<file path="src/rtl/race_pkg.sv">
// Shared definitions for the race game level controller.
// Holds the state encoding, parameter defaults and a saturating increment.
package race_pkg;

    localparam int FRAMES_PER_LEVEL_DEF = 600;
    localparam int NUM_LEVELS_DEF       = 4;
    localparam int START_LIVES_DEF      = 3;
    localparam int CRASH_FRAMES_DEF     = 120;

    typedef enum logic [1:0] {
        ST_IDLE  = 2'd0,
        ST_RUN   = 2'd1,
        ST_CRASH = 2'd2,
        ST_OVER  = 2'd3
    } state_t;

    function automatic logic [15:0] sat_inc16(input logic [15:0] v);
        return (v == 16'hFFFF) ? v : v + 16'd1;
    endfunction

endpackage

</file>
<file path="src/rtl/race_level_ctrl_frame_tick_gen.sv">
// Detects the falling edge of v_sync and produces the frame tick.
// tick is the raw edge strobe; frame_tick_o is its registered copy.
module frame_tick_gen (
    input  logic vga_clk,
    input  logic rst_n,
    input  logic v_sync,
    output logic tick,
    output logic frame_tick_o
);

    logic v_sync_q;

    assign tick = v_sync_q & ~v_sync;

    always_ff @(posedge vga_clk or negedge rst_n) begin
        if (!rst_n) begin
            v_sync_q     <= 1'b1;
            frame_tick_o <= 1'b0;
        end else begin
            v_sync_q     <= v_sync;
            frame_tick_o <= tick;
        end
    end

endmodule

</file>
<file path="src/rtl/race_level_ctrl.sv">
// Game flow controller: start, level progression, lives, crash recovery.
// All outputs are registered; gameplay advances on the v_sync falling edge.
module race_level_ctrl
    import race_pkg::*;
#(
    parameter int FRAMES_PER_LEVEL = FRAMES_PER_LEVEL_DEF,
    parameter int NUM_LEVELS       = NUM_LEVELS_DEF,
    parameter int START_LIVES      = START_LIVES_DEF,
    parameter int CRASH_FRAMES     = CRASH_FRAMES_DEF
) (
    input  logic        vga_clk,
    input  logic        rst_n,
    input  logic        v_sync,
    input  logic        start_i,
    input  logic        pause_i,
    input  logic        collision_i,
    output logic [1:0]  level_o,
    output logic [1:0]  state_o,
    output logic [1:0]  lives_o,
    output logic [15:0] score_o,
    output logic        scroll_en_o,
    output logic        frame_tick_o
);

    localparam logic [15:0] FRAME_LAST = 16'(FRAMES_PER_LEVEL - 1);
    localparam logic [15:0] CRASH_LAST = 16'(CRASH_FRAMES - 1);
    localparam logic [1:0]  LEVEL_MAX  = 2'(NUM_LEVELS - 1);
    localparam logic [1:0]  LIVES_INIT = 2'(START_LIVES);

    state_t      state;
    logic        tick;
    logic [15:0] frame_cnt;
    logic [15:0] crash_cnt;

    frame_tick_gen u_tick (
        .vga_clk      (vga_clk),
        .rst_n        (rst_n),
        .v_sync       (v_sync),
        .tick         (tick),
        .frame_tick_o (frame_tick_o)
    );

    assign state_o = state;

    always_ff @(posedge vga_clk or negedge rst_n) begin
        if (!rst_n) begin
            state       <= ST_IDLE;
            level_o     <= 2'd0;
            lives_o     <= LIVES_INIT;
            score_o     <= 16'd0;
            scroll_en_o <= 1'b0;
            frame_cnt   <= 16'd0;
            crash_cnt   <= 16'd0;
        end else begin
            scroll_en_o <= (state == ST_RUN) && !pause_i;
            unique case (state)
                ST_IDLE, ST_OVER: begin
                    if (start_i) begin
                        state     <= ST_RUN;
                        level_o   <= 2'd0;
                        lives_o   <= LIVES_INIT;
                        score_o   <= 16'd0;
                        frame_cnt <= 16'd0;
                        crash_cnt <= 16'd0;
                    end
                end
                ST_RUN: begin
                    // A collision swallows a coincident tick.
                    if (collision_i) begin
                        lives_o <= lives_o - 2'd1;
                        if (lives_o == 2'd1) begin
                            state <= ST_OVER;
                        end else begin
                            state     <= ST_CRASH;
                            crash_cnt <= 16'd0;
                        end
                    end else if (tick && !pause_i) begin
                        score_o <= sat_inc16(score_o);
                        if (frame_cnt == FRAME_LAST) begin
                            frame_cnt <= 16'd0;
                            if (level_o != LEVEL_MAX)
                                level_o <= level_o + 2'd1;
                        end else begin
                            frame_cnt <= frame_cnt + 16'd1;
                        end
                    end
                end
                ST_CRASH: begin
                    if (tick) begin
                        if (crash_cnt == CRASH_LAST) begin
                            state     <= ST_RUN;
                            crash_cnt <= 16'd0;
                        end else begin
                            crash_cnt <= crash_cnt + 16'd1;
                        end
                    end
                end
                default: state <= ST_IDLE;
            endcase
        end
    end

endmodule

</file>
<file path="config.mk">
export PLATFORM = sky130hd
export DESIGN_NAME = race_level_ctrl
export DESIGN_NICKNAME = d
export VERILOG_FILES = /design/src/rtl/race_pkg.sv /design/src/rtl/race_level_ctrl_frame_tick_gen.sv /design/src/rtl/race_level_ctrl.sv
export SDC_FILE = /design/constraint.sdc
export NUM_CORES = 1
export LEC_CHECK = 0
export CELL_PAD_IN_SITES_DETAIL_PLACEMENT = 1
export CELL_PAD_IN_SITES_GLOBAL_PLACEMENT = 2
export CORE_UTILIZATION = 35
export DETAILED_ROUTE_END_ITERATION = 7
export GPL_ROUTABILITY_DRIVEN = 0
export PLACE_DENSITY_LB_ADDON = 0.1
export SLEW_MARGIN = 15
export SYNTH_ARGS = -nofsm -noshare
export SYNTH_HDL_FRONTEND = slang
export SYNTH_SLANG_ARGS = --single-unit
</file>
<file path="constraint.sdc">
create_clock -name vga_clk -period 2.35 [get_ports vga_clk]
set_input_delay 0.235 -clock vga_clk [delete_from_list [all_inputs] [get_ports vga_clk]]
set_output_delay 0.235 -clock vga_clk [all_outputs]
set_load 0.05 [all_outputs]
</file>
==> results.md, run 1 <==
* Routed Antenna Nets at 0
* Share of layout cells above drive strength 1 at ~15%
* Clk_lat worst skew at roughly 340 ps
* Syn Area/Cell at 9.15 um2
* Initial DRC count at around 150
* Count of final setup violators at 0
* Post-route design area at between 4000 and 5000 um2
* Initial Util at a little over a third
* Routed WL per cell at approximately 19 um
* Clock network fraction of design power at between 10% and 20%
* Seq/Total Area, Yosys at around two fifths
* First-pass DRT Iterations at 4
* Distinct cells, synth at 61
* Maximum VDD drop at ~680 uV
* Post-CTS sizing at 0
* Sw frac at 47.1%
* H-tree depth at 3
* Top cell type's share of synthesized area at around two fifths
* Cts hold-fix bufs at 1
* RSZ-0062 raised after global routing: no
* MaxCap Viol Count at 0
* Pwr per Cell Area at ~1300 nW/um2
* Ys flop type: dfrtp_1
* Post-CTS Setup Repair Bufs at 0
* Worst setup SP type: flop
* Area of the multi-input gates at between 1500 and 2000 um2
* Post-Route WL at between 10 and 15 mm
* FMAX at roughly 460 MHz
* Register-to-Register Path Depth at 6
* Worst-path cell chain: inv_1 -> ha_1 -> nand2b_1 -> a221oi_4 -> nand2_1 -> o41ai_1
* Root Buffer: clkbuf_8
* Inserted Clock Buffers at 9
* Dpl cell area at slightly above 4000 um2
* Hold Violations, Final at 0
* Combinational power share at between 50% and 60%
* Post-synth EDFFs at 0
* Sw power at 2.59 mW
* Number of global-route vias before repair at between 3k and 4k
* Hold path startpoint: v_sync
* Synth async-reset ratio at 100%
* Worst slew margin at between 60% and 70%
* Mapped cell area at between 3000 and 4000 um2
* Tot Pwr at about 5.5 mW
* Area leader, netlist: dfrtp_1
* GR Overflow Total at 0
* Core Area at a little under 10000 um2
* Setup TNS at 0 ps
* DRC errors left at 0
* Max Fanout on Critical Path at 10
* Die height at 102 um
* Post-route worst setup slack at ~170 ps
* P_leak at about 1.7 nW
* Status: finished, final reports clean
* Largest net degree at the start of global routing at 40
* Reg power frac at ~28%
* Nets at between 400 and 500
* Via count at between 3k and 4k
* First-pass GRT wire length at approximately 18 mm
* Largest cells by area after synthesis: dfrtp_1 39%, o21ai_0 4.6%, nand3_1 4.3%, nand2_1 3.5%, nand4_1 3.2%
* Port Buffers at 29
* Initial antenna violation count at 0
* Dpl ws at around 74 ps
* Storage cell area at between 1000 and 1500 um2
* Slowest stage delay, CP at 540 ps
* Internal power at around 2.9 mW
* Worst Hold Class: in -> reg
* IO Pins at 30
* Worst Setup End Kind: flop
* FF-to-FF End: crash_cnt[14]
* Clock Skew at around 4.6 ps
* Number of buffers and inverters on the critical path at 1
* Least-Margin Pin Slew at approximately 540 ps
* Sinks on Clock Net at 57
* Site Rows at 36
* Filler instances at approximately 1.1k
* Synth warn at 0
* Ant. Diodes at 0
* Final min period at roughly 2200 ps
* Levels on crit path at 6
* Crit-path slowest cell: dfstp_2
* P&R area growth vs syn at 24.5%
* CTS tree: built
* CTS clk-pin slew, worst paths at around 70 ps
* Die area at between 10000 and 15000 um2
* Total track usage at ~22%
* Chip width at between 100 and 150 um
* Top delay family on crit path: compound AO/OA/AOI/OAI gates
* Worst EP arrival at around 2400 ps
* Fin. max-slew vios at 0
* Vias per cell at around 6
* Cells after Synth at between 300 and 400
* Worst path required time at around 2600 ps
* Mapped Nets at around 390
* Type of the worst setup path: reg -> reg
* WHS Path Cells at 1
* Hold endpoint: u_tick.v_sync_q
* Worst reg2reg path startpoint: lives_o[1]
* Clock buffer depth at 2
* Synth Register Bits at 57
* Final worst path period share at between 90% and 100%
* R2R setup slack at around 170 ps
* Hpwl dp at ~7.4 mm
routing by layer:
layer | global-route usage, % | wire, um | vias to the layer above
met5 | 0 | 0 | -
met4 | 5.80 | 116 | 0
met3 | 4.55 | 266 | 10
met2 | 37.2 | 5270 | 43
met1 | 29.6 | 5080 | 1688
li1 | - | - | 1590
registers in the layout, summed over array words and instances (netlist names):
signal	flops
level_o	2
frame_cnt	16
lives_o	2
u_tick.v_sync_q	1
score_o	16
u_tick.frame_tick_o	1
scroll_en_o	1
crash_cnt	16
state_o	2
layout make-up:
type                    instances  share of cell area, %
inverters                      16                   1.39
well taps                     133                   3.84
clock buffers                  15                   4.54
flip-flops and latches         57                   33.0
repair buffers                 63                   12.8
multi-input cells             286                   43.7
clock inverters                 1                  0.694
worst register-to-register path, cell delays in order (launching register included):
cell      delay [ps]
dfstp_2          540
inv_1             50
ha_1             170
nand2b_1         210
a221oi_4         500
nand2_1          210
o41ai_1          370
power groups by stage:
stage	logic, mW	clock network (mW)	registers (mW)
after floorplan	1.42	0	2.01
after global placement	2.84	0	1.55
after detailed placement	2.90	0	1.56
after CTS	2.92	1.08	1.55
after global routing	3.15	1.12	1.60
final	2.90	1.05	1.55
cells in the final DEF (no fill, tap or decap), types with 11 or more instances in the layout:
master,Yosys,routed
dfrtp_1,54,54
o21ai_0,32,32
nand2_1,32,32
buf_4,0,32
nand3_1,30,30
clkdlybuf4s50_1,0,28
nand4_1,18,18
inv_1,16,16
clkbuf_8,1,14
nor3_1,13,13
o211ai_1,11,11
nand3b_1,11,11
cell families (layout without fill, tap and decap cells):
kind of cell	after synthesis	in the layout	share of synthesized area [%]
adder cells (fa/ha/maj)	7	7	2.52
AO/OA/AOI/OAI	110	110	22.9
AND/OR/NAND/NOR	163	163	27.1
multiplexers	6	6	1.80
buffers and inverters	37	95	4.60
flip-flops	57	57	41.1
stage by stage:
step	utilization, %	hold WS (ps)	std cells
final	44.7	370	571
after global routing	44.7	366	571
after CTS	44.7	360	571
after detailed placement	42.3	254	554
after global placement	42.3	248	554
after floorplan	-	-60.6	380
cell usage after synthesis (5+ instances only):
| cell type | instances |
|---|---|
| o221ai_1 | 6 |
| dfrtp_1 | 54 |
| o211ai_1 | 11 |
| a2bb2oi_1 | 5 |
| inv_1 | 16 |
| ha_1 | 7 |
| a31oi_1 | 5 |
| o41ai_1 | 7 |
| nand3_1 | 30 |
| clkbuf_1 | 15 |
| and3_1 | 8 |
| a21oi_1 | 10 |
| nand2_1 | 32 |
| or4_1 | 6 |
| o21ai_0 | 32 |
| nand3b_1 | 11 |
| nand2b_1 | 8 |
| nor3_1 | 13 |
| nor2_1 | 9 |
| nor4_1 | 7 |
| nand4_1 | 18 |
worst max path at each step:
stage,from,endpoint
finish,lives_o[1],crash_cnt[14]
global route,lives_o[1],crash_cnt[14]
CTS,lives_o[1],crash_cnt[14]
detailed placement,collision_i,frame_cnt[7]
global placement,collision_i,frame_cnt[7]
floorplan,state_o[0],score_o[13]
Note: power is estimated with default switching activity, not from simulation.
==> run 2, diff against run 1 <==
--- a/config.mk
+++ b/config.mk
@@ -9,8 +9,8 @@
 export CELL_PAD_IN_SITES_GLOBAL_PLACEMENT = 2
 export CORE_UTILIZATION = 35
 export DETAILED_ROUTE_END_ITERATION = 7
-export GPL_ROUTABILITY_DRIVEN = 0
 export PLACE_DENSITY_LB_ADDON = 0.1
+export SKIP_CTS_REPAIR_TIMING = 1
 export SLEW_MARGIN = 15
 export SYNTH_ARGS = -nofsm -noshare
 export SYNTH_HDL_FRONTEND = slang
==> results of run 2 <==
No change in the layout: final DEF, timing and power equal those of run 1.
==> run 3, diff against run 2 <==
--- a/config.mk
+++ b/config.mk
@@ -5,10 +5,12 @@
 export SDC_FILE = /design/constraint.sdc
 export NUM_CORES = 1
 export LEC_CHECK = 0
+export ABC_AREA = 1
 export CELL_PAD_IN_SITES_DETAIL_PLACEMENT = 1
 export CELL_PAD_IN_SITES_GLOBAL_PLACEMENT = 2
-export CORE_UTILIZATION = 35
+export CORE_UTILIZATION = 33
 export DETAILED_ROUTE_END_ITERATION = 7
+export HOLD_SLACK_MARGIN = 0.15
 export PLACE_DENSITY_LB_ADDON = 0.1
 export SKIP_CTS_REPAIR_TIMING = 1
 export SLEW_MARGIN = 15
==> run 3 against run 2 <==
- register-to-register slack improved by 80 ps
- flip-flop and latch count stayed put
- final cell count up 22%
- combinational power decreased by 39%
- clock power is 8% lower
- synthesized cell count rose by 37%
- die area rose by 11%
- worst hold slack lost 15 ps
- setup slack improved by 82 ps
==> results.md, run 3 <==
* Type of the worst setup path: reg -> reg
* Worst EP arrival at 2330 ps
* Crit-path slowest cell: dfrtp_1
* Top cell type's share of synthesized area at ~37%
* Synth async-reset ratio at between 90% and 100%
* Number of global-route vias before repair at ~3.7k
* Synth warn at 0
* P_leak at 1.87 nW
* Via count at 3545
* Clock network fraction of design power at 24.4%
* First-pass GRT wire length at between 15 and 20 mm
* Dpl cell area at 4060 um2
* Storage cell area at about 1400 um2
* Largest net degree at the start of global routing at 33
* Inserted Clock Buffers at 9
* Synth Register Bits at 57
* Sw power at 1.85 mW
* H-tree depth at 3
* Commonest non-fill, non-tap cell in the layout: nand2_1
* Worst Hold Class: in -> reg
* Combinational power share at 45.2%
* Clock Skew at approximately 5.7 ps
* GR Overflow Total at 0
* P&R area growth vs syn at 16.9%
* First-pass DRT Iterations at 7
* Status: finished, final reports clean
* Routed WL per cell at around 15 um
* Worst slew margin at a little under three fifths
* Highest-count cells in the layout ignoring fill and taps: 152 x nand2_1, 69 x nor2_1, 54 x dfrtp_1, 53 x inv_1, 50 x nand3_1
* DRC errors left at 0
* Max Fanout on Critical Path at 21
* Reg power frac at a little under a third
* Die height at ~110 um
* Chip width at between 100 and 150 um
* Worst setup SP type: flop
* Top Registers: crash_cnt (16), frame_cnt (16), score_o (16)
* Die area at about 11000 um2
* Initial DRC count at ~170
* Clock buffer depth at 2
* Vias per cell at roughly 5.1
* Least-Margin Pin Slew at around 670 ps
* Root Buffer: clkbuf_8
* Internal power at a little over 2 mW
* Sinks on Clock Net at 57
* Initial Util at between 30% and 40%
* Tot Pwr at ~4 mW
* FMAX at 478 MHz
* Final min period at about 2100 ps
* IO Pins at 30
* Routed Antenna Nets at 0
* Distinct cells, synth at 30
* Filler instances at roughly 1.4k
* Maximum VDD drop at 595 uV
* Area leader, netlist: dfrtp_1
* CTS tree: built
* Largest cells by area after synthesis: dfrtp_1 37%, nand2_1 16%, nand4_1 7.4%, nor2_1 7.1%, nand3_1 6.9%
* Worst path required time at around 2600 ps
* Final worst path period share at about nine tenths
* Placer Congestion at ~0.81
* Count of final setup violators at 0
* RSZ-0062 raised after global routing: no
* Most common cell in the netlist: nand2_1
* Hpwl dp at between 7 and 8 mm
* Nets at between 500 and 600
* Port Buffers at 29
* Share of layout cells above drive strength 1 at a little over 8%
* Ys flop type: dfrtp_1
* Site Rows at 38
* Clk_lat worst skew at between 300 and 400 ps
* Hold Violations, Final at 0
* Minimum hold slack at around 350 ps
* Cells after Synth at between 500 and 600
* Fin. max-slew vios at 0
* Ant. Diodes at 0
* Area of the multi-input gates at between 1500 and 2000 um2
* Initial antenna violation count at 0
* Setup TNS at 0 ps
* Sw frac at between 40 and 50%
* Seq/Total Area, Yosys at just under 40%
* Worst Setup End Kind: flop
* Total track usage at a little over 20%
* Post-Route WL at approximately 11 mm
* Worst-path cell chain: inv_1 -> ha_1 -> nor2_2 -> a21oi_2 -> nand2_2 -> nor2_4 -> inv_4 -> nand2_1 -> o21ai_2
* MaxCap Viol Count at 0
* Core Area at roughly 11000 um2
* Slowest stage delay, CP at between 400 and 500 ps
* Most frequent cells after synthesis: 152 x nand2_1, 69 x nor2_1, 54 x dfrtp_1
* Pwr per Cell Area at 922 nW/um2
* Mapped Nets at about 540
* Mapped cell area at 3650 um2
* Syn Area/Cell at roughly 7 um2
* CTS clk-pin slew, worst paths at 70 ps
* Post-route design area at 4270 um2
* Post-synth EDFFs at 0
## run 3: changes by cell type after synthesis, moves of 9 or more
| cell | before | now |
|---|---|---|
| nand2_1 | 32 | 152 |
| nor2_1 | 9 | 69 |
| inv_1 | 16 | 53 |
| nand4_1 | 18 | 43 |
| nand3_1 | 30 | 50 |
| clkbuf_1 | 15 | 2 |
| o211ai_1 | 11 | 0 |
| nor3_1 | 13 | 3 |
| o21ai_0 | 32 | 23 |
## run 3: final cells by class
type | count | area share, %
sequential | 57 | 33.5
tap | 140 | 4.11
timing repair buffer | 35 | 8.10
clock inverter | 3 | 0.939
multi-input combinational | 395 | 44.6
clock buffer | 12 | 3.64
inverter | 56 | 5.05
## run 3: stage by stage
stage          utilization, %  worst slack [ps]  cells
4_1_cts                  39.4               186    697
5_1_grt                  39.5              27.8    698
3_5_place_dp             37.6               212    682
6_report                 39.5               256    698
3_3_place_gp             37.6               315    682
2_1_floorplan               -               455    522
## run 3: power groups by stage
stage	registers [mW]	clock network, mW	logic (mW)
floorplan	1.42	0	1.18
global placement	1.20	0	1.76
detailed placement	1.21	0	1.80
CTS	1.19	0.999	1.81
global route	1.21	1.04	1.98
finish	1.19	0.961	1.78
## run 3: critical path: cells and delay by family, from the launching register on
family	cells	cell delay, ps
simple gates	4	800
fa+ha+maj	1	340
buf+inv	2	240
compound gates	2	170
flops	1	410
## run 3: final timing paths
path / depth (start not counted) / slack, ps / from / to
worst max register to register: 9 / 260 / state_o[1] / score_o[10]
worst min register to register: 2 / 510 / u_tick.v_sync_q / u_tick.frame_tick_o
worst max-delay path: 9 / 260 / state_o[1] / score_o[10]
max in group asynchronous: 3 / 1240 / rst_n / u_tick.v_sync_q
min in group asynchronous: 2 / 450 / rst_n / scroll_en_o
worst min-delay path: 1 / 350 / v_sync / u_tick.v_sync_q
## run 3: cells by family after synthesis
group | synth area share (%)
adder cells (fa/ha/maj) | 2.40
AND/OR/NAND/NOR | 40.8
XOR/XNOR | 1.20
flip-flops | 39.2
buffers and inverters | 8.64
AO/OA/AOI/OAI | 7.78
## run 3: layer usage
layer / up-vias / track usage, % / part of all wire (%)
li1: 1777 / - / -
met1: 1719 / 27.2 / 49
met3: 14 / 3.59 / 2.1
met2: 35 / 33.0 / 47
met4: 0 / 6.85 / 1.4
met5: - / 0 / 0
